<file path="src/rtl/ifm_frame_sorter.sv">
// ifm_frame_sorter: pops one good/bad verdict per frame from the info FIFO,
// waits C_SETTLE_CYCLES for pointer-sync skew, then drains that frame's
// beats from the data FIFO. Good frames go to the good FIFO; bad frames are
// read and discarded.
// Optional feature macro: IFM_FRAME_STATS_EN adds good/bad frame counters.
module ifm_frame_sorter #(
  parameter int unsigned C_SETTLE_CYCLES = 4,
  parameter int unsigned C_STAT_WIDTH    = 32
) (
  input  logic                    sys_clk,
  input  logic                    sys_reset,
  input  logic                    ctrl_enable,
  input  logic                    info_fifo_empty,
  input  logic                    info_fifo_rdata,
  output logic                    info_fifo_rden,
  input  logic [72:0]             data_fifo_rdata,
  output logic                    data_fifo_rden,
  input  logic                    good_fifo_afull,
  output logic [72:0]             good_fifo_wdata,
  output logic                    good_fifo_wren,
  output logic                    busy
`ifdef IFM_FRAME_STATS_EN
  ,
  output logic [C_STAT_WIDTH-1:0] stat_good_frames,
  output logic [C_STAT_WIDTH-1:0] stat_bad_frames
`endif
);

  localparam logic [3:0] LP_SETTLE = 4'(C_SETTLE_CYCLES);

  typedef enum logic [1:0] {
    S_IDLE,
    S_SETTLE,
    S_XFER
  } state_t;

  state_t      r_state;
  state_t      w_state_nxt;
  logic        r_good;
  logic [3:0]  r_settle_cnt;
  logic        r_busy;
  logic        r_wren;
  logic [72:0] r_wdata;
  logic        w_start;
  logic        w_rd;
  logic        w_last;

  assign w_start = (r_state == S_IDLE) & ctrl_enable & ~info_fifo_empty;
  // Bad frames drain at full rate; only good frames honour backpressure.
  assign w_rd    = (r_state == S_XFER) & (~r_good | ~good_fifo_afull);
  assign w_last  = w_rd & data_fifo_rdata[72];

  // The pop strobe is combinational from IDLE, so it is masked during reset
  // to keep the verdict FIFO untouched while the block is held.
  assign info_fifo_rden  = w_start & ~sys_reset;
  assign data_fifo_rden  = w_rd;
  assign good_fifo_wren  = r_wren;
  assign good_fifo_wdata = r_wdata;
  assign busy            = r_busy;

  // Next-state selection for the IDLE/SETTLE/XFER sequencer.
  always_comb begin
    w_state_nxt = r_state;
    unique case (r_state)
      S_IDLE: begin
        if (w_start) begin
          w_state_nxt = (C_SETTLE_CYCLES == 0) ? S_XFER : S_SETTLE;
        end
      end
      S_SETTLE: begin
        if (r_settle_cnt == 4'd1) begin
          w_state_nxt = S_XFER;
        end
      end
      S_XFER: begin
        if (w_last) begin
          w_state_nxt = S_IDLE;
        end
      end
      default: w_state_nxt = S_IDLE;
    endcase
  end

  // State, verdict latch, settle counter, busy flag and registered write stage.
  always_ff @(posedge sys_clk or posedge sys_reset) begin
    if (sys_reset) begin
      r_state      <= S_IDLE;
      r_good       <= 1'b0;
      r_settle_cnt <= '0;
      r_busy       <= 1'b0;
      r_wren       <= 1'b0;
      r_wdata      <= '0;
    end else begin
      r_state <= w_state_nxt;
      if (w_start) begin
        r_good       <= info_fifo_rdata;
        r_settle_cnt <= LP_SETTLE;
      end else if (r_state == S_SETTLE) begin
        r_settle_cnt <= r_settle_cnt - 4'd1;
      end
      // Covering the current state as well keeps busy high for the cycle
      // after the tlast pop, when the state is already back in IDLE.
      r_busy <= (w_state_nxt != S_IDLE) | (r_state != S_IDLE);
      r_wren <= w_rd & r_good;
      if (w_rd) begin
        r_wdata <= data_fifo_rdata;
      end
    end
  end

`ifdef IFM_FRAME_STATS_EN
  logic [C_STAT_WIDTH-1:0] r_stat_good;
  logic [C_STAT_WIDTH-1:0] r_stat_bad;

  assign stat_good_frames = r_stat_good;
  assign stat_bad_frames  = r_stat_bad;

  // Count each frame as its tlast beat is popped; counters wrap naturally.
  always_ff @(posedge sys_clk or posedge sys_reset) begin
    if (sys_reset) begin
      r_stat_good <= '0;
      r_stat_bad  <= '0;
    end else if (w_last) begin
      if (r_good) begin
        r_stat_good <= r_stat_good + 1'b1;
      end else begin
        r_stat_bad <= r_stat_bad + 1'b1;
      end
    end
  end
`endif

endmodule

</file>
<file path="config.mk">
export PLATFORM = sky130hd
export DESIGN_NAME = ifm_frame_sorter
export DESIGN_NICKNAME = d
export VERILOG_FILES = /design/src/rtl/ifm_frame_sorter.sv
export SDC_FILE = /design/constraint.sdc
export NUM_CORES = 1
export LEC_CHECK = 0
export ABC_AREA = 1
export CAP_MARGIN = 20
export CORE_MARGIN = 2
export CORE_UTILIZATION = 43
export DETAILED_ROUTE_END_ITERATION = 8
export GPL_TIMING_DRIVEN = 0
export PLACE_DENSITY = 0.87
export SYNTH_ARGS = -nofsm -noshare
export SYNTH_HDL_FRONTEND = slang
export SYNTH_SLANG_ARGS = --single-unit
</file>
<file path="constraint.sdc">
create_clock -name sys_clk -period 5.2 [get_ports sys_clk]
set_input_delay 0.52 -clock sys_clk [delete_from_list [all_inputs] [get_ports sys_clk]]
set_output_delay 0.52 -clock sys_clk [all_outputs]
set_load 0.03 [all_outputs]
</file>
[After elaboration in Yosys (flattened, before gate mapping)]
Index checks and enable logic that the tools add are counted.
Word-level totals
  register bits after elaboration: 82
  output and inout port bits: 77
  logic and storage cells: 32
Cells by class
  add/sub/neg operators: 1
  equality and inequality tests: 3
  muxes and demuxes: 6
  bitwise logic cells: 12
  reduce and logical (&&, ||, !) cells: 4
Operators by type and width (count)
  $mux 4: 2
  $and 1x1->1: 6
  $mux 2: 3
  $pmux 2 s3: 1
  $reduce_bool 2->1: 3
  $eq 4x1->1 const B: 1
  $not 1->1: 4
  $sub 4x1->4 const B: 1
  $eq 2x1->1 const B: 1
  $eq 2x2->1 const B: 1
  $logic_not 2->1: 1
  $or 1x1->1: 2

[Logic depth before layout (Yosys ltp)]
Gate-level depths: netlist of run 1.
  depth after elaboration: 8
  mapped depth: 6
  mapped depth without buffers: 6

[Worst setup path after synthesis of run 1]
No wires, ideal clock.
  kind: input port to output port
  start point: input port info_fifo_empty
  end point: output port info_fifo_rden
  data arrival time: 1.207 ns
  data required time: 4.680 ns
  setup slack: 3.473 ns
  cell stages on the path: 3
  path buffers: 0
  path through: inv_1 > nand3_1 > nor2_1
On the way
  word-level cells in the longest chain between the ends: 3
Ends and longest elaborated chain
  start, declared: line 13  | input logic info_fifo_empty,
  $not 1->1: line 48  | assign w_start = (r_state == S_IDLE) & ctrl_enable & ~info_fifo_empty;
  $and 1x1->1: line 48
  $and 1x1->1: line 55  | assign info_fifo_rden = w_start & ~sys_reset;
  end, declared: line 15  | output logic info_fifo_rden,
Every way passes these cells.

[Worst setup path in the final report of run 1]
  start point: input port good_fifo_afull
  end point: output port data_fifo_rden
On the way
  word-level cells in the longest chain between the ends: 3
Ends and longest elaborated chain
  start, declared: line 18  | input logic good_fifo_afull,
  $not 1->1: line 50  | assign w_rd = (r_state == S_XFER) & (~r_good | ~good_fifo_afull);
  $or 1x1->1: line 50
  $and 1x1->1: line 50
  end, declared: line 17  | output logic data_fifo_rden,
Every way passes these cells.

==> impl_metrics.py, run 1 <==
metrics = {
    "power_and_ir_drop": {
        "ir_drop_mv": 0.352,
        "power.internal_mw": 1.77,
        "power_density_nw_per_um2": 596,
        "p_total_mw": 3.04,
        "p_leak_nw": 2.55,
        "sw_frac_of_total_pct": 41.9,
        "comb_power_share_pct": 50.2,
        "sequentialPowerShare_pct": 34.8,
        "p_switching_mw": 1.27,
        "clock_power_share_pct": 15.0,
    },
    "synth": {
        "yosys.area.top_type": "dfrtp_1",
        "avgSynthCellArea_sq_um": 8.86,
        "yosysSeqAreaShare_pct": 64.1,
        "synth_nets": 442,
        "ys_ff_latch": 82,
        "syn_inst": 361,
        "ys_warn_count": 0,
        "synth_area_sq_um": 3200,
        "synth.area.top_cells": "dfrtp_1, nand2_1, buf_4, buf_6, inv_1",
        "synth_top_area_share_pct": 64.1,
        "synth.distinct_cells": 14,
    },
    "critical_path": {
        "cpMostUsedCell": "clkdlybuf4s50_1",
        "ff2ff_path_depth": 6,
        "reg2reg_to": "good_fifo_wdata[15]",
        "cp.buffers_inverters": 4,
        "start_kind": "primary input",
        "crit_cells": 6,
        "cpPeakStageDelay_ps": 680,
        "r2r_start": "r_state[0]",
        "crit_type": "primary input to output pin",
        "crit_start": "good_fifo_afull",
        "r2r_slack_ps": 3800,
        "setup.worst_path.end": "data_fifo_rden",
        "critical_path.top_delay_family": "buffers and inverters",
        "end_kind": "output pin",
        "crit_path_max_fanout": 10,
        "cp.required_ps": 4680,
        "slowest_stage": "clkdlybuf4s50_1",
        "path_cells": "clkdlybuf4s50_1 > nand2_1 > nand3_2 > inv_2 > buf_4 > clkdlybuf4s50_1",
        "cp.arrival_ps": 2310,
    },
    "sta": {
        "timing.slew.headroom_pct": 72.6,
        "fmax_ghz": 0.354,
        "final_max_slew_viol_count": 0,
        "setup-tns-final_ps": 0,
        "hold_slack_ps": 484,
        "setup_viol": 0,
        "hold_viol_final": 0,
        "clock_skew_ps": 12.9,
        "rsz0062_at_grt": "no",
        "worst_pin_slew_ps": 411,
        "post-route-min-period_ps": 2830,
        "period_share_pct": 54.4,
    },
    "grt": {
        "grt_antenna_before_repair": 0,
        "grt_usage_pct": 21.5,
        "grt_max_degree": 61,
        "overflow": 0,
        "grt_pass1_wl_um": 14200,
        "grt_pass1_vias": 3064,
    },
    "route": {
        "avgRoutedWirePerCell_um": 13.5,
        "drc": 0,
        "drt_iter0_markers": 114,
        "via_count": 2938,
        "drt-total-wl_um": 8560,
        "ant_nets": 0,
        "drtPass1Iterations": 4,
        "detail_route.vias_per_cell": 4.65,
    },
    "clocking": {
        "worstSkewPairLatency_ps": 340,
        "cts-resized-gates": 0,
        "cts_inserted_buffers": 9,
        "htree_levels": 3,
        "hold_buffers": 0,
        "clk_pin_slew_ps": 90,
        "cts_buffer_depth": 2,
        "cts_root_buf": "clkbuf_8",
        "cts_tree": "built",
        "cts.sinks": 82,
        "cts_setup_buffers": 0,
    },
    "cells_and_area": {
        "fin_nets": 609,
        "antennaDiodeCount": 0,
        "drive_gt1_share_pct": 5.63,
        "stdcell_count": 632,
        "area_growth_pct": 59.4,
        "nFillCells": 564,
    },
    "place": {
        "placed_cells": 616,
        "dp_hpwl_um": 6470,
        "routabilityCongestion": 0.746,
        "portBuffers": 155,
    },
    "job": {
        "cap_violations": 0,
    },
    "floorplan": {
        "die_w_um": 90.3,
        "num_rows": 31,
        "die_h_um": 90.3,
        "die_area_sq_um": 8150,
        "coreArea_sq_um": 7210,
        "ioPinCount": 156,
        "start_util_pct": 44.3,
    },
    "worst_hold_path": {
        "hold_class": "flop to flop",
    },
    "run_status": {
        "status": "complete, no violations",
    },
}
## sequential cells by signal, summed over array words and instances (netlist names)
signal / count
good_fifo_wren: 1
r_good: 1
busy: 1
r_state: 2
r_settle_cnt: 4
good_fifo_wdata: 73
## cell usage in the layout (no fill, tap or decap)
cell type and count:
inv_4 1, clkbuf_8 10, ha_1 2, nand4_1 1, dfrtp_1 82, clkbuf_1 5
clkinvlp_4 1, buf_6 4, buf_4 8, bufinv_16 1, inv_2 1, nand2_1 226
a21oi_1 1, clkinv_2 1, o21ai_0 4, clkdlybuf4s50_1 155, clkinv_4 1, nor2_1 11
buf_16 1, nand3_2 1, inv_1 10, nand3_1 6
## metal layers
metal / share of wire (%) / vias to the layer above / GRT usage, %
li1: - / 1416 / -
met1: 41 / 1387 / 25.3
met2: 51 / 119 / 38.1
met3: 6.4 / 16 / 5.34
met4: 1.7 / 0 / 8.21
met5: 0 / - / 0
## cell usage after synthesis
library cell and instances:
ha_1 2, nand2_1 226, clkbuf_1 3, dfrtp_1 82
nand3_1 6, o21ai_0 4, nand3_2 1, inv_2 1
inv_1 11, buf_6 4, a21oi_1 1, nand4_1 1
nor2_1 11, buf_4 8
## tightest hold or removal path, stage by stage (launching register included)
cell and delay (ps):
dfrtp_1 350, nand2_1 50, nand2_1 60
## per-stage QoR
step / setup WS, ps / util, % / cell area [sq um]
floorplan: 2570 / - / 3200
global placement: 1340 / 67.6 / 4870
detailed placement: 2340 / 68.0 / 4900
CTS: 2330 / 70.7 / 5100
global route: 2260 / 70.7 / 5100
finish: 2370 / 70.7 / 5100
## logic make-up (layout without fill, tap and decap cells)
group	count (synthesis)	in the layout	synth area share (%)
AO/OA/AOI/OAI	5	5	0.782
adder cells (fa/ha/maj)	2	2	0.782
buffers and inverters	27	199	5.04
flip-flops	82	82	64.1
AND/OR/NAND/NOR	245	245	29.3
## how the worst min path moves through the flow
stage	start	end	slack [ps]	depth (start not counted)
2_1_floorplan	r_settle_cnt[2]	r_settle_cnt[2]	470	2
3_3_place_gp	good_fifo_wdata[2]	good_fifo_wdata[2]	460	2
3_5_place_dp	good_fifo_wdata[35]	good_fifo_wdata[35]	470	2
4_1_cts	good_fifo_wdata[47]	good_fifo_wdata[47]	490	2
5_1_grt	good_fifo_wdata[26]	good_fifo_wdata[26]	500	2
6_report	good_fifo_wdata[35]	good_fifo_wdata[35]	480	2
## area by class of cell
type,instances,area [sq um],area share [%]
Timing Repair Buffer,156,1580,31.0
Buffer,15,116,2.28
Sequential cell,82,2050,40.2
Clock inverter,4,51.3,1.01
Inverter,12,47.5,0.932
Clock buffer,12,145,2.85
Tap cell,99,124,2.43
Multi-Input combinational cell,252,986,19.3
## power groups by stage
stage / registers, mW / clock network, mW / logic [mW]
after global placement: 1.05 / 0 / 1.49
after floorplan: 1.52 / 0 / 0.391
after global routing: 1.09 / 0.487 / 1.63
after CTS: 1.06 / 0.464 / 1.54
after detailed placement: 1.06 / 0 / 1.54
final: 1.06 / 0.456 / 1.53
Note: power is estimated with default switching activity, not from simulation.
==> run 2, diff against run 1 <==
Settings changed: CORE_UTILIZATION 43 to 40, PLACE_DENSITY 0.87 to 0.82.
Clock period 5.2 ns to 2.81 ns, I/O delays scaled along.
==> impl_metrics.py, run 2 (same netlist as run 1, synthesis figures left out) <==
metrics = {
    "floorplan": {
        "ioPinCount": 156,
        "num_rows": 32,
        "die_h_um": 93.4,
        "die_area_sq_um": 8730,
        "coreArea_sq_um": 7730,
        "start_util_pct": 41.4,
        "die_w_um": 93.4,
    },
    "cells_and_area": {
        "largest_reg_flops": 73,
        "stdcell_count": 635,
        "nFillCells": 616,
        "area_growth_pct": 61.5,
        "fin_nets": 609,
        "drive_gt1_share_pct": 5.82,
        "antennaDiodeCount": 0,
        "layout_common_cells": "nand2_1, clkdlybuf4s50_1, dfrtp_1",
        "final_area_sq_um": 5170,
        "final_common_cell": "nand2_1",
    },
    "route": {
        "via_count": 2861,
        "drc": 0,
        "avgRoutedWirePerCell_um": 12.6,
        "drt-total-wl_um": 7990,
        "detail_route.vias_per_cell": 4.51,
        "ant_nets": 0,
        "drtPass1Iterations": 5,
        "drt_iter0_markers": 96,
    },
    "clocking": {
        "htree_levels": 3,
        "clk_pin_slew_ps": 80,
        "cts_buffer_depth": 2,
        "cts_inserted_buffers": 9,
        "cts.sinks": 82,
        "cts_root_buf": "clkbuf_8",
        "cts_setup_buffers": 0,
        "worstSkewPairLatency_ps": 330,
        "hold_buffers": 0,
        "cts-resized-gates": 0,
        "cts_tree": "built",
    },
    "sta": {
        "final_max_slew_viol_count": 0,
        "post-route-min-period_ps": 2420,
        "period_share_pct": 86.0,
        "setup_viol": 0,
        "worst_pin_slew_ps": 493,
        "clock_skew_ps": 6.39,
        "fmax_ghz": 0.414,
        "rsz0062_at_grt": "no",
        "timing.slew.headroom_pct": 67.2,
        "hold_viol_final": 0,
    },
    "job": {
        "cap_violations": 0,
    },
    "critical_path": {
        "crit_path_max_fanout": 10,
        "cp.arrival_ps": 2130,
        "end_kind": "output pin",
        "cp.required_ps": 2530,
        "crit_type": "flop to output pin",
        "start_kind": "flop",
    },
    "worst_hold_path": {
        "hold_class": "primary input to async pin",
    },
    "place": {
        "routabilityCongestion": 0.823,
        "placed_cells": 619,
        "dp_hpwl_um": 5960,
        "place_area_sq_um": 4900,
        "portBuffers": 155,
    },
    "grt": {
        "grt_usage_pct": 19.7,
        "grt_pass1_wl_um": 13600,
        "overflow": 0,
        "grt_max_degree": 44,
        "grt_antenna_before_repair": 0,
        "grt_pass1_vias": 2975,
    },
    "power_and_ir_drop": {
        "ir_drop_mv": 0.594,
        "p_leak_nw": 2.59,
        "power_density_nw_per_um2": 1130,
    },
    "run_status": {
        "status": "complete, no violations",
    },
}
## run 2: cell types whose count changed in the layout (fill, tap and decap cells not counted)
cell	delta
buf_12	+1
clkinvlp_4	-1
clkinv_4	-1
buf_16	-1
clkbuf_1	-1
bufinv_16	+3
## run 2: area by class of cell
class / instances / area [sq um] / area share, %
clock inverter: 5 / 125 / 2.42
inverter: 12 / 47.5 / 0.920
clock buffer: 11 / 141 / 2.74
multi-input combinational: 252 / 986 / 19.1
sequential: 82 / 2050 / 39.7
tap: 102 / 128 / 2.47
timing repair buffer: 156 / 1570 / 30.4
buffer: 15 / 116 / 2.25
## run 2: critical path: stages (launching register included)
cell	delay (ps)
dfrtp_1	410
inv_1	110
nand3_2	150
inv_2	230
buf_4	210
clkdlybuf4s50_1	690
## run 2: path summary, 6_finish.rpt
check,endpoint,cells past startpoint,slack (ps),start
max in group asynchronous,good_fifo_wdata[68],3,1860,sys_reset
worst max-delay path,data_fifo_rden,5,390,r_state[0]
worst min register to register,good_fifo_wdata[0],2,480,good_fifo_wdata[0]
worst max register to register,good_fifo_wdata[16],6,1500,r_state[0]
min in group sys_clk,good_fifo_wdata[62],3,470,data_fifo_rdata[62]
worst min-delay path,busy,2,360,sys_reset
## run 2: per-stage QoR
| stage | setup TNS [ps] | power, mW | hold WS (ps) | utilization, % | setup WS [ps] |
|---|---|---|---|---|---|
| after floorplan | 0 | 3.54 | 391 | - | 421 |
| after global routing | 0 | 6.23 | 402 | 66.9 | 273 |
| final | 0 | 5.85 | 356 | 66.9 | 394 |
| after detailed placement | 0 | 4.79 | 464 | 63.4 | 472 |
| after global placement | -67870 | 4.70 | 461 | 63.1 | -831 |
| after CTS | 0 | 5.92 | 359 | 66.9 | 345 |
## run 2: routing by layer
layer | wire [um] | part of all wire [%] | track usage [%] | vias up
met5 | 0 | 0 | 0 | -
met3 | 721 | 9.0 | 5.72 | 11
met2 | 3860 | 48 | 34.1 | 110
li1 | - | - | - | 1417
met4 | 143 | 1.8 | 6.50 | 0
met1 | 3270 | 41 | 23.5 | 1323
## run 2: where the power goes
part           leakage (nW)  internal, mW  total (mW)  switching, mW
sequential             1.04          1.67        1.95          0.273
clock                 0.134         0.704        1.10          0.394
combinational          1.41          1.16        2.80           1.64
total                  2.59          3.54        5.85           2.31
==> run 3, diff against run 2 <==
Settings changed: CORE_ASPECT_RATIO set to 1.5, CTS_CLUSTER_DIAMETER set to 40.
==> impl_metrics.py, run 3 (same netlist as run 1, synthesis figures left out) <==
metrics = {
    "sta": {
        "period_share_pct": 84.9,
        "setup_viol": 0,
        "timing.slew.headroom_pct": 71.1,
        "clock_skew_ps": 5.10,
        "fmax_ghz": 0.419,
        "post-route-min-period_ps": 2380,
        "rsz0062_at_grt": "no",
        "setup_slack_ps": 425,
        "worst_pin_slew_ps": 434,
        "hold_viol_final": 0,
        "final_max_slew_viol_count": 0,
    },
    "critical_path": {
        "slowest_stage": "clkdlybuf4s50_1",
        "path_cells": "inv_1 > nand3_2 > inv_2 > buf_4 > clkdlybuf4s50_1",
        "end_kind": "output pin",
        "cp.buffers_inverters": 4,
        "start_kind": "flop",
        "critical_path.top_delay_family": "buffers and inverters",
        "crit_path_max_fanout": 10,
        "cp.required_ps": 2530,
        "cpPeakStageDelay_ps": 680,
        "cp.arrival_ps": 2100,
        "crit_type": "flop to output pin",
    },
    "clocking": {
        "clk_pin_slew_ps": 60,
        "cts_buffer_depth": 2,
        "cts.sinks": 82,
        "cts_root_buf": "clkbuf_16",
        "cts-resized-gates": 0,
        "hold_buffers": 0,
        "cts_setup_buffers": 0,
        "cts_tree": "built",
        "cts_inserted_buffers": 9,
        "worstSkewPairLatency_ps": 330,
        "htree_levels": 3,
    },
    "place": {
        "placed_cells": 622,
        "place_ws_ps": 461,
        "dp_hpwl_um": 6230,
        "routabilityCongestion": 0.740,
        "place_area_sq_um": 4910,
        "portBuffers": 155,
    },
    "power_and_ir_drop": {
        "ir_drop_mv": 0.650,
        "comb_power_share_pct": 47.6,
        "sw_frac_of_total_pct": 39.9,
        "p_leak_nw": 2.61,
        "power.internal_mw": 3.56,
        "power_density_nw_per_um2": 1130,
        "sequentialPowerShare_pct": 33.1,
        "clock_power_share_pct": 19.4,
        "p_switching_mw": 2.36,
    },
    "cells_and_area": {
        "layout_common_cells": "nand2_1, clkdlybuf4s50_1, dfrtp_1",
        "post-route-util_pct": 65.9,
        "drive_gt1_share_pct": 5.82,
        "final_area_sq_um": 5220,
        "fin_nets": 609,
        "stdcell_count": 638,
        "area_growth_pct": 63.0,
        "final_common_cell": "nand2_1",
        "antennaDiodeCount": 0,
        "largest_reg_flops": 73,
    },
    "route": {
        "drt-total-wl_um": 8420,
        "drc": 0,
        "detail_route.vias_per_cell": 4.50,
        "drt_iter0_markers": 106,
        "via_count": 2871,
        "ant_nets": 0,
        "avgRoutedWirePerCell_um": 13.2,
        "drtPass1Iterations": 4,
    },
    "floorplan": {
        "die_w_um": 77.0,
        "num_rows": 40,
        "start_util_pct": 40.5,
        "ioPinCount": 156,
        "die_area_sq_um": 8740,
        "coreArea_sq_um": 7910,
        "die_h_um": 114,
    },
    "grt": {
        "grt_pass1_wl_um": 13900,
        "overflow": 0,
        "grt_max_degree": 68,
        "grt_usage_pct": 20.2,
        "grt_antenna_before_repair": 0,
        "grt_pass1_vias": 2927,
    },
    "run_status": {
        "status": "complete, no violations",
    },
    "job": {
        "cap_violations": 0,
    },
    "worst_hold_path": {
        "hold_class": "primary input to async pin",
    },
}
run 3: power groups by stage:
stage          clock network (mW)  logic [mW]  registers [mW]
6_report                     1.15        2.81            1.96
5_1_grt                      1.23        3.03            2.02
4_1_cts                      1.18        2.85            1.96
3_5_place_dp                    0        2.84            1.96
3_3_place_gp                    0        2.76            1.94
2_1_floorplan                   0       0.723            2.82
run 3: worst register-to-register path: stages (launching register included):
cell	delay, ps
dfrtp_1	400
inv_1	110
nand3_2	150
inv_2	230
buf_4	210
nand2_1	70
nand2_1	70
run 3: path summary, 6_finish.rpt:
kind,startpoint,end,slack (ps),cells past startpoint
max reg2reg,r_state[0],good_fifo_wdata[63],1510,6
min reg2reg,good_fifo_wdata[12],good_fifo_wdata[12],470,2
max,r_state[0],data_fifo_rden,430,5
min,sys_reset,good_fifo_wdata[46],250,2
min in group sys_clk,good_fifo_wdata[12],good_fifo_wdata[12],470,2
max in group asynchronous,sys_reset,good_fifo_wdata[8],1960,3
run 3: final cells by class:
type                       count  area, sq um
buffer                        15          116
clock buffer                  15          298
clock inverter                 1         5.00
fill                         650         2690
inverter                      12         47.5
multi-input combinational    252          986
sequential                    82         2050
tap                          105          131
timing repair buffer         156         1580
run 3: metrics by stage:
step                      power [mW]  hold slack [ps]  setup TNS, ps
after floorplan                 3.54              391              0
after global placement          4.70              461         -67120
after detailed placement        4.80              464              0
after CTS                       5.98              247              0
after global routing            6.27              271              0
final                           5.92              252              0
run 3: metal layers:
metal	share of wire (%)	wire length (um)	GRT usage, %	vias up
met5	0	0	0	-
met4	1.2	102	6.67	0
met3	5.7	482	5.46	8
met2	54	4510	35.9	95
met1	39	3330	23.6	1345
li1	-	-	-	1423
